**src/rtl/tmem_pkg.sv**
```systemverilog
// Shared widths and bus-state encoding for the tagged word memory bus adapter.
// No logic here; imported by the adapter RTL and by benches.
// No flow control of its own.
package tmem_pkg;

   localparam int ADDR_W = 20;   // word address width (1 Mword)
   localparam int WORD_W = 64;   // data word width
   localparam int TAG_W  = 8;    // tag width carried alongside each word

   typedef enum logic [1:0] {
      IDLE    = 2'd0,
      RD_WAIT = 2'd1,
      WR_WAIT = 2'd2
   } bus_state_t;

endpackage

```
**src/rtl/tmem_bus_adapter_bus_timer.sv**
```systemverilog
// Wait-cycle counter: cleared by load_i, counts while en_i, flags the last allowed cycle.
// expire_o is combinational from the count register (same-cycle as the count).
// No backpressure; the owner decides what an expiry means.
module bus_timer #(
   parameter int TIMEOUT = 64
) (
   input  logic clk,
   input  logic reset,
   input  logic load_i,
   input  logic en_i,
   output logic expire_o
);

   localparam int            CW   = $clog2(TIMEOUT);
   localparam logic [CW-1:0] LAST = CW'(TIMEOUT - 1);

   logic [CW-1:0] cnt_q, cnt_d;

   // next count: load restarts from zero, enable advances by one
   always_comb begin
      cnt_d = cnt_q;
      if (load_i) begin
         cnt_d = '0;
      end else if (en_i) begin
         cnt_d = cnt_q + 1'b1;
      end
   end

   // count register
   always_ff @(posedge clk) begin
      if (reset) begin
         cnt_q <= '0;
      end else begin
         cnt_q <= cnt_d;
      end
   end

   assign expire_o = (cnt_q == LAST);

endmodule

```
**src/rtl/tmem_bus_adapter.sv**
```systemverilog
// CPU external bus to tagged word memory adapter with timeout, bad-address and atomic lock.
// Request 1 cycle after rd/wr; read data 1 cycle after mem_ack (min rd-to-data 2 cycles).
// cpu_busy holds off the CPU while a memory transaction is outstanding; rd/wr then ignored.
module tmem_bus_adapter
   import tmem_pkg::*;
#(
   parameter int ADDR_W    = tmem_pkg::ADDR_W,
   parameter int MEM_WORDS = 1048576,
   parameter int TIMEOUT   = 64
) (
   input  logic              clk,
   input  logic              reset,
   input  logic [WORD_W-1:0] cpu_ad,
   input  logic [TAG_W-1:0]  cpu_tag,
   input  logic              cpu_astb,
   input  logic              cpu_atomic,
   input  logic              cpu_rd,
   input  logic              cpu_wr,
   output logic [WORD_W-1:0] cpu_data,
   output logic [TAG_W-1:0]  cpu_dtag,
   output logic              cpu_busy,
   output logic              mem_req,
   output logic              mem_we,
   output logic              mem_lock,
   output logic [ADDR_W-1:0] mem_addr,
   output logic [WORD_W-1:0] mem_wdata,
   output logic [TAG_W-1:0]  mem_wtag,
   input  logic              mem_ack,
   input  logic [WORD_W-1:0] mem_rdata,
   input  logic [TAG_W-1:0]  mem_rtag,
   output logic              bus_timeout,
   output logic              bad_addr,
   output logic [ADDR_W-1:0] err_addr
);

   // one extra bit so MEM_WORDS == 2**ADDR_W (fully populated) still compares correctly
   localparam logic [ADDR_W:0] MEM_LIM = (ADDR_W + 1)'(MEM_WORDS);

   bus_state_t        state_q, state_d;
   logic [ADDR_W-1:0] addr_q, addr_d;
   logic [ADDR_W-1:0] mem_addr_q, mem_addr_d;
   logic [ADDR_W-1:0] err_addr_q, err_addr_d;
   logic [WORD_W-1:0] wdata_q, wdata_d;
   logic [TAG_W-1:0]  wtag_q, wtag_d;
   logic [WORD_W-1:0] cpu_data_q, cpu_data_d;
   logic [TAG_W-1:0]  cpu_dtag_q, cpu_dtag_d;
   logic              lock_q, lock_d;
   logic              bus_timeout_q, bus_timeout_d;
   logic              bad_addr_q, bad_addr_d;

   logic [ADDR_W-1:0] eff_addr;
   logic              addr_bad;
   logic              tmr_load, tmr_en, tmr_expire;

   // a strobe in the same cycle as rd/wr supplies the address for that access
   assign eff_addr = cpu_astb ? cpu_ad[ADDR_W-1:0] : addr_q;
   assign addr_bad = ({1'b0, eff_addr} >= MEM_LIM);

   bus_timer #(.TIMEOUT(TIMEOUT)) u_timer (
      .clk      (clk),
      .reset    (reset),
      .load_i   (tmr_load),
      .en_i     (tmr_en),
      .expire_o (tmr_expire)
   );

   // next-state and datapath decisions; ack beats a same-cycle expiry
   always_comb begin
      state_d       = state_q;
      addr_d        = eff_addr;
      mem_addr_d    = mem_addr_q;
      err_addr_d    = err_addr_q;
      wdata_d       = wdata_q;
      wtag_d        = wtag_q;
      cpu_data_d    = cpu_data_q;
      cpu_dtag_d    = cpu_dtag_q;
      lock_d        = lock_q;
      bus_timeout_d = 1'b0;
      bad_addr_d    = 1'b0;
      tmr_load      = 1'b0;
      tmr_en        = 1'b0;
      case (state_q)
         IDLE: begin
            if (cpu_rd || cpu_wr) begin
               if (addr_bad) begin
                  bad_addr_d = 1'b1;
                  err_addr_d = eff_addr;
                  lock_d     = 1'b0;
               end else begin
                  tmr_load   = 1'b1;
                  mem_addr_d = eff_addr;
                  if (cpu_wr) begin
                     state_d = WR_WAIT;
                     wdata_d = cpu_ad;
                     wtag_d  = cpu_tag;
                  end else begin
                     state_d = RD_WAIT;
                     if (cpu_atomic) begin
                        lock_d = 1'b1;
                     end
                  end
               end
            end
         end
         RD_WAIT, WR_WAIT: begin
            if (mem_ack) begin
               state_d = IDLE;
               if (state_q == RD_WAIT) begin
                  cpu_data_d = mem_rdata;
                  cpu_dtag_d = mem_rtag;
               end else begin
                  lock_d = 1'b0;
               end
            end else if (tmr_expire) begin
               state_d       = IDLE;
               bus_timeout_d = 1'b1;
               err_addr_d    = mem_addr_q;
               lock_d        = 1'b0;
            end else begin
               tmr_en = 1'b1;
            end
         end
         default: state_d = IDLE;
      endcase
   end

   // state and output registers
   always_ff @(posedge clk) begin
      if (reset) begin
         state_q       <= IDLE;
         addr_q        <= '0;
         mem_addr_q    <= '0;
         err_addr_q    <= '0;
         wdata_q       <= '0;
         wtag_q        <= '0;
         cpu_data_q    <= '0;
         cpu_dtag_q    <= '0;
         lock_q        <= 1'b0;
         bus_timeout_q <= 1'b0;
         bad_addr_q    <= 1'b0;
      end else begin
         state_q       <= state_d;
         addr_q        <= addr_d;
         mem_addr_q    <= mem_addr_d;
         err_addr_q    <= err_addr_d;
         wdata_q       <= wdata_d;
         wtag_q        <= wtag_d;
         cpu_data_q    <= cpu_data_d;
         cpu_dtag_q    <= cpu_dtag_d;
         lock_q        <= lock_d;
         bus_timeout_q <= bus_timeout_d;
         bad_addr_q    <= bad_addr_d;
      end
   end

   assign cpu_busy    = (state_q != IDLE);
   assign mem_req     = (state_q != IDLE);
   assign mem_we      = (state_q == WR_WAIT);
   assign mem_lock    = lock_q;
   assign mem_addr    = mem_addr_q;
   assign mem_wdata   = wdata_q;
   assign mem_wtag    = wtag_q;
   assign cpu_data    = cpu_data_q;
   assign cpu_dtag    = cpu_dtag_q;
   assign bus_timeout = bus_timeout_q;
   assign bad_addr    = bad_addr_q;
   assign err_addr    = err_addr_q;

endmodule

```
**config.mk**
```make
export PLATFORM = sky130hd
export DESIGN_NAME = tmem_bus_adapter
export DESIGN_NICKNAME = d
export VERILOG_FILES = /design/src/rtl/tmem_pkg.sv /design/src/rtl/tmem_bus_adapter_bus_timer.sv /design/src/rtl/tmem_bus_adapter.sv
export SDC_FILE = /design/constraint.sdc
export NUM_CORES = 1
export LEC_CHECK = 0
export CAP_MARGIN = 20
export CORE_MARGIN = 2
export CORE_UTILIZATION = 42
export DETAILED_ROUTE_END_ITERATION = 10
export PLACE_DENSITY = 0.9
export SYNTH_ARGS = -nofsm -noshare
export SYNTH_HDL_FRONTEND = slang
export SYNTH_HIERARCHICAL = 1
export SYNTH_SLANG_ARGS = --single-unit
```
**constraint.sdc**
```tcl
create_clock -name clk -period 2.6 [get_ports clk]
set_input_delay 0.26 -clock clk [delete_from_list [all_inputs] [get_ports clk]]
set_output_delay 0.26 -clock clk [all_outputs]
set_load 0.01 [all_outputs]
```
### Word-level counts from Yosys, hierarchy flattened

Cells that the tools add are included.
W data, S select, Z words.

| word-level totals | value |
|---|---|
| memory bits (read-only) | 0 |
| register bits after elaboration | 214 |
| latch bits | 0 |
| word-level logic and storage cells | 54 |
| output and inout bits | 190 |
| memory bits (writable) | 0 |
| memories | 0 |
| input port bits | 151 |

| cells by class | value |
|---|---|
| bitwise logic cells | 2 |
| order comparisons | 0 |
| add/subtract/negate cells | 1 |
| multipliers | 0 |
| reduce and logical (&&, ||, !) cells | 13 |
| shift-type cells | 0 |
| divide/modulo/power cells | 0 |
| muxes and demuxes | 19 |
| equal/unequal tests | 8 |

Operators by type and width:

| cell | number |
|---|---|
| $mux W20 | 1 |
| $mux W1 | 12 |
| $reduce_and A3 Y1 | 3 |
| $mux W2 | 4 |
| $add A6 B1 Y6 const B | 1 |
| $eq A6 B6 Y1 const B | 1 |
| $ne A2 B2 Y1 const B | 3 |
| $ne A3 B3 Y1 const B | 2 |
| $reduce_and A6 Y1 | 1 |
| $pmux W2 S2 | 1 |
| $reduce_and A2 Y1 | 2 |
| $reduce_bool A2 Y1 | 2 |
| $reduce_or A2 Y1 | 2 |
| $reduce_or A3 Y1 | 1 |
| $eq A2 B1 Y1 const B | 1 |
| $eq A2 B2 Y1 const B | 1 |
| $logic_not A2 Y1 | 1 |
| $not A1 Y1 | 2 |
| $pmux W1 S2 | 1 |
| $logic_or A1 B1 Y1 | 1 |

### Logic depth before layout (Yosys ltp)

| logic depth | value |
|---|---|
| depth in word-level cells | 4 |
| mapped depth | 8 |

### Hierarchy

Netlist, hierarchy kept.

Modules (own cells, without submodules):

| module | sequential area each (µm²) | area an instance (µm²) | cells an instance | times used |
|---|---|---|---|---|
| tmem_bus_adapter | 4164.0 | 7393.3 | 876 | 1 |
| bus_timer | 120.1 | 261.5 | 29 | 1 |

### Worst setup path after synthesis

Ideal clock, no wire load.

| path | value |
|---|---|
| path type | register to register |
| start | register state_q[0] |
| end | register u_timer.cnt_q[5] |
| stages on the path, launching flop included | 7 |
| arrival | 1.840 ns |
| data required time | 2.530 ns |
| setup slack | 0.690 ns |
| period minus slack after synthesis | 1.910 ns |
| path buffers | 0 |
| path through | dfxtp_1 -> inv_1 -> ha_1 -> nor3b_2 -> nand4_2 -> or3_1 -> a21oi_1 |

| on the way | value |
|---|---|
| word-level cells in the longest chain between the ends | 3 |
| elaborated cells between the ends (all ways) | 7 |

Ends and longest elaborated chain:

| what | line | RTL |
|---|---|---|
| start: declaration | tmem_bus_adapter.sv:39 | `bus_state_t state_q, state_d;` |
| start signal: assignment | tmem_bus_adapter.sv:142 | `state_q <= state_d;` |
| $eq A2 B2 Y1 or $eq A2 B1 Y1 (tied branches) | tmem_bus_adapter.sv:82 | `case (state_q)` |
| $reduce_or A2 Y1 * | tmem_bus_adapter.sv:82 |  |
| $mux W1 * | tmem_bus_adapter.sv:82 |  |
| named net tmr_en | tmem_bus_adapter.sv:53 | `logic tmr_load, tmr_en, tmr_expire;` |
| end signal: assignment | tmem_bus_adapter_bus_timer.sv:34 | `cnt_q <= cnt_d;` |
| end: declaration | tmem_bus_adapter_bus_timer.sv:17 | `logic [CW-1:0] cnt_q, cnt_d;` |

The timed path passes the listed nets; every way through them passes the cells marked *.
A chain may end at the register's enable or synchronous reset.

### Final worst setup path

| path | value |
|---|---|
| start | register state_q[0] |
| end | output mem_req |

| on the way | value |
|---|---|
| word-level cells in the longest chain between the ends | 1 |

Ends and longest elaborated chain:

| what | line | RTL |
|---|---|---|
| $reduce_bool A2 Y1 | tmem_bus_adapter.sv:157 | `assign mem_req = (state_q != IDLE);` |
| end: declaration | tmem_bus_adapter.sv:22 | `output logic mem_req,` |

Every way passes these cells.

==> results.yml <==
logic_synthesis:
  synth_seq_cells: 214
  yosys_warnings: 6
  synth_cells: 905
  post_synth_instance_area_sq_um: 7655
  postSynthAreaPerCell_sq_um: 8.458
  synthesis.nets: 1061
  synth_async_sr_flop_share_pct: 0
  yosysTopAreaCell: "sky130_fd_sc_hd__dfxtp_1"
  sequential_share_of_the_synthesized_area_pct: 55.97
  synth.top_cell.area_share_pct: 55.97
  netlist_top_cells_area: "sky130_fd_sc_hd__dfxtp_1 56%, sky130_fd_sc_hd__nand2_1 16%, sky130_fd_sc_hd__a21oi_1 11%"
  synthFlopType: "sky130_fd_sc_hd__dfxtp_1"
  post_synth_edffs: 0
  ys_types: 33
placement:
  place_hpwl_microns: 16160
  portBuffers: 339
  final_weighted_congestion_in_routability_driven_placement: 0.7682
  dpl_cell_area_sq_um: 11170
critical_path:
  timing_worst_setup_path_type: "register to primary output"
  critical_path.reg2reg.endpoint: "cpu_data[53]"
  crit_slowest_cell: "sky130_fd_sc_hd__clkdlybuf4s50_1"
  top_fanout_value_on_the_critical_path: 3
  arrival_ns: 1.81
  timing.critical_path.max_delay_family: "buffers and inverters"
  worst_r2r_path_depth: 6
  cp_slowest_stage_delay_ns: 0.59
  setup.worst_path.end_class: "primary output"
  worst_r2r_start: "state_q[0]"
  cp_bufs_invs: 3
  cp-start-kind: "register"
  timing.critical_path.cells: "inv_1 -> ha_1 -> inv_1 -> clkdlybuf4s50_1"
  worst-r2r-setup-slack_ns: 0.62
  worst_path_most_repeated_cell: "sky130_fd_sc_hd__inv_1"
  critPathRequiredTime_ns: 2.34
finish:
  final_layout_size_suffix_gt1_share_pct: 6.499
  most_frequent_cells_in_the_layout: "338 x sky130_fd_sc_hd__clkdlybuf4s50_1, 332 x sky130_fd_sc_hd__nand2_1, 214 x sky130_fd_sc_hd__dfxtp_1, 165 x sky130_fd_sc_hd__a21oi_1, 50 x sky130_fd_sc_hd__nor2_1"
  nNetsFinal: 1372
  area_growth_syn_to_layout_pct: 56.73
  mostFrequentLayoutCell: "sky130_fd_sc_hd__clkdlybuf4s50_1"
  final_core_util_pct: 67.02
  layout.cell_area.non_filler_sq_um: 12000
sta:
  timing_hold_violations_final: 0
  worst_clock_skew_ns: 0.01949
  maxClockFrequency_mhz: 482.5
  setup_total_negative_slack_ns: 0
  timing_worst_slew_pin_value_ns: 0.7164
  setup_viol: 0
  rsz0062_at_grt: "false"
  maxSlewHeadroom_pct: 52.24
  timing.final.crit_period_ns: 2.072
  final.period_utilization_pct: 79.71
  final-max-slew-violation-count: 0
floorplanning:
  top_level_ports: 341
  rows: 49
  initial_core_util_pct: 42.76
  fp.dieArea_sq_um: 19320
  core_region_area_sq_um: 17900
  die_height_microns: 139.0
  floorplan.die.width_microns: 139.0
detailed_routing:
  drtAntennaViolNets: 0
  wirelength_microns: 23360
  detailedRoute.firstPassIterationCount: 4
  drt-wirelength-per-cell_microns: 15.99
  post_drt_via_cell_ratio: 4.938
  drt_drc_violations_left: 0
  dr_total_vias: 7214
  drtIter0Drc: 287
power:
  power_density_nw_per_um2: 701.9
  clock_power_share_pct: 42.0
  power.switching_fraction_pct: 23.88
  worst_vdd_ir_uv: 538.3
  power.combinational.fraction_pct: 15.6
  p_switching_w: 0.002011
  register_share_of_total_power_pct: 42.4
  cellInternalPower_w: 0.006411
  power.static_leakage_nw: 4.355
clock_network:
  cts_made_buffers: 23
  post_cts_hold_buffer_count: 0
  clock_insertion_delay_worst_skew_ns: 0.50
  cts_num_sinks: 214
  clk_pin_slew_worst_paths_ns: 0.06
  clock_path_buffers: 3
  cts_post_setup_buffers_inserted: 0
  post_cts_resized: 0
  cts_htree_levels: 1
  clk_root_buffer_cell: "sky130_fd_sc_hd__clkbuf_16"
  cts_tree: "done"
grt:
  total_overflow_reported_by_the_global_router: 0
  grt_usage_pct: 22.86
  grt_start_max_net_pins: 73
  antenna_found_initial: 1
  grt_pass1_wl_microns: 36540
  first_global_vias: 7248
worst_hold_path:
  hold_path_end: "addr_q[13]"
  timing.hold.worst_path_depth: 2
  worstHoldPathType: "input pin to register"
  holdCritStartpoint: "reset"
status:
  outcome: "finished, final reports clean"
job:
  max_cap_violations: 0
## synthesized netlist by cell type (all sizes together), types with 2 or more instances
master  instances
inv             3
nand3           2
xor2            3
nand4           2
dfxtp         214
a211oi         22
ha              5
mux2i          23
buf            49
and2            2
a21oi         166
nand2         333
clkbuf         18
nor2           51
## stage by stage
step / setup WS [ns] / hold slack [ns] / cells / total power [W]
detailed placement: 0.6849 / 0.4453 / 1420 / 0.004956
finish: 0.5277 / 0.2087 / 1461 / 0.008421
global placement: 0.7640 / 0.4405 / 1420 / 0.004918
floorplan: 0.6899 / 0.3960 / 905 / 0.004236
CTS: 0.4997 / 0.1907 / 1460 / 0.008501
global route: 0.4426 / 0.2141 / 1461 / 0.008714
## layer usage
layer / GRT usage (%) / vias up / part of all wire [%]
met4: 8.878 / 0 / 3.6
met5: 0 / - / 0
met3: 7.148 / 49 / 9.1
met1: 25.76 / 3334 / 39
li1: - / 3539 / -
met2: 40.39 / 292 / 48
## worst reg2reg max path: stages (launching register included)
cell and delay (ns):
sky130_fd_sc_hd__dfxtp_1 0.35, sky130_fd_sc_hd__inv_1 0.08, sky130_fd_sc_hd__ha_1 0.37, sky130_fd_sc_hd__nand3_2 0.11
sky130_fd_sc_hd__buf_4 0.56, sky130_fd_sc_hd__nand2_1 0.22, sky130_fd_sc_hd__a21oi_1 0.23
## how the worst max path moves through the flow
stage | startpoint | end | slack, ns | depth (start not counted)
final | state_q[0] | mem_req | 0.53 | 4
after global routing | state_q[1] | cpu_busy | 0.44 | 4
after CTS | state_q[0] | mem_req | 0.50 | 4
after detailed placement | mem_ack | cpu_data[53] | 0.68 | 5
after global placement | mem_ack | cpu_data[50] | 0.76 | 5
after floorplan | state_q[0] | u_timer/cnt_q[5] | 0.69 | 6
## cell families after synthesis
logic type      after synthesis  share of synthesized area, %
simple gates                398                         20.19
flops                       214                         55.97
compound gates              190                         14.58
buf+inv                      70                         4.936
mux                          23                         3.008
fa+ha+maj                     5                        0.8173
xor+xnor                      4                        0.4577
other cells                   1                       0.04899
## power by group through the flow
| stage | combinational [W] | clock (W) | sequential (W) |
|---|---|---|---|
| 2_1_floorplan | 0.000535 | 0 | 0.00370 |
| 6_report | 0.00131 | 0.00354 | 0.00357 |
| 3_3_place_gp | 0.00128 | 0 | 0.00363 |
| 3_5_place_dp | 0.00131 | 0 | 0.00364 |
| 4_1_cts | 0.00132 | 0.00361 | 0.00357 |
| 5_1_grt | 0.00141 | 0.00371 | 0.00359 |
## sequential cells by signal, summed over array words and instances (netlist names)
| name | cells |
|---|---|
| addr_q | 20 |
| bus_timeout | 1 |
| cpu_data | 64 |
| cpu_dtag | 8 |
| err_addr | 20 |
| mem_addr | 20 |
| mem_lock | 1 |
| mem_wdata | 64 |
| mem_wtag | 8 |
| state_q | 2 |
| u_timer/cnt_q | 6 |
## cell type report
| cell class | instances | area [sq um] |
|---|---|---|
| Sequential cell | 214 | 4284 |
| Timing Repair Buffer | 353 | 3575 |
| Multi-Input combinational cell | 621 | 3010 |
| Clock buffer | 32 | 659.4 |
| Clock inverter | 8 | 168.9 |
| Tap cell | 229 | 286.5 |
| Antenna cell | 1 | 2.502 |
| Fill cell | 1342 | 5904 |
| Inverter | 3 | 11.26 |
(Power assumes the default switching activity.)
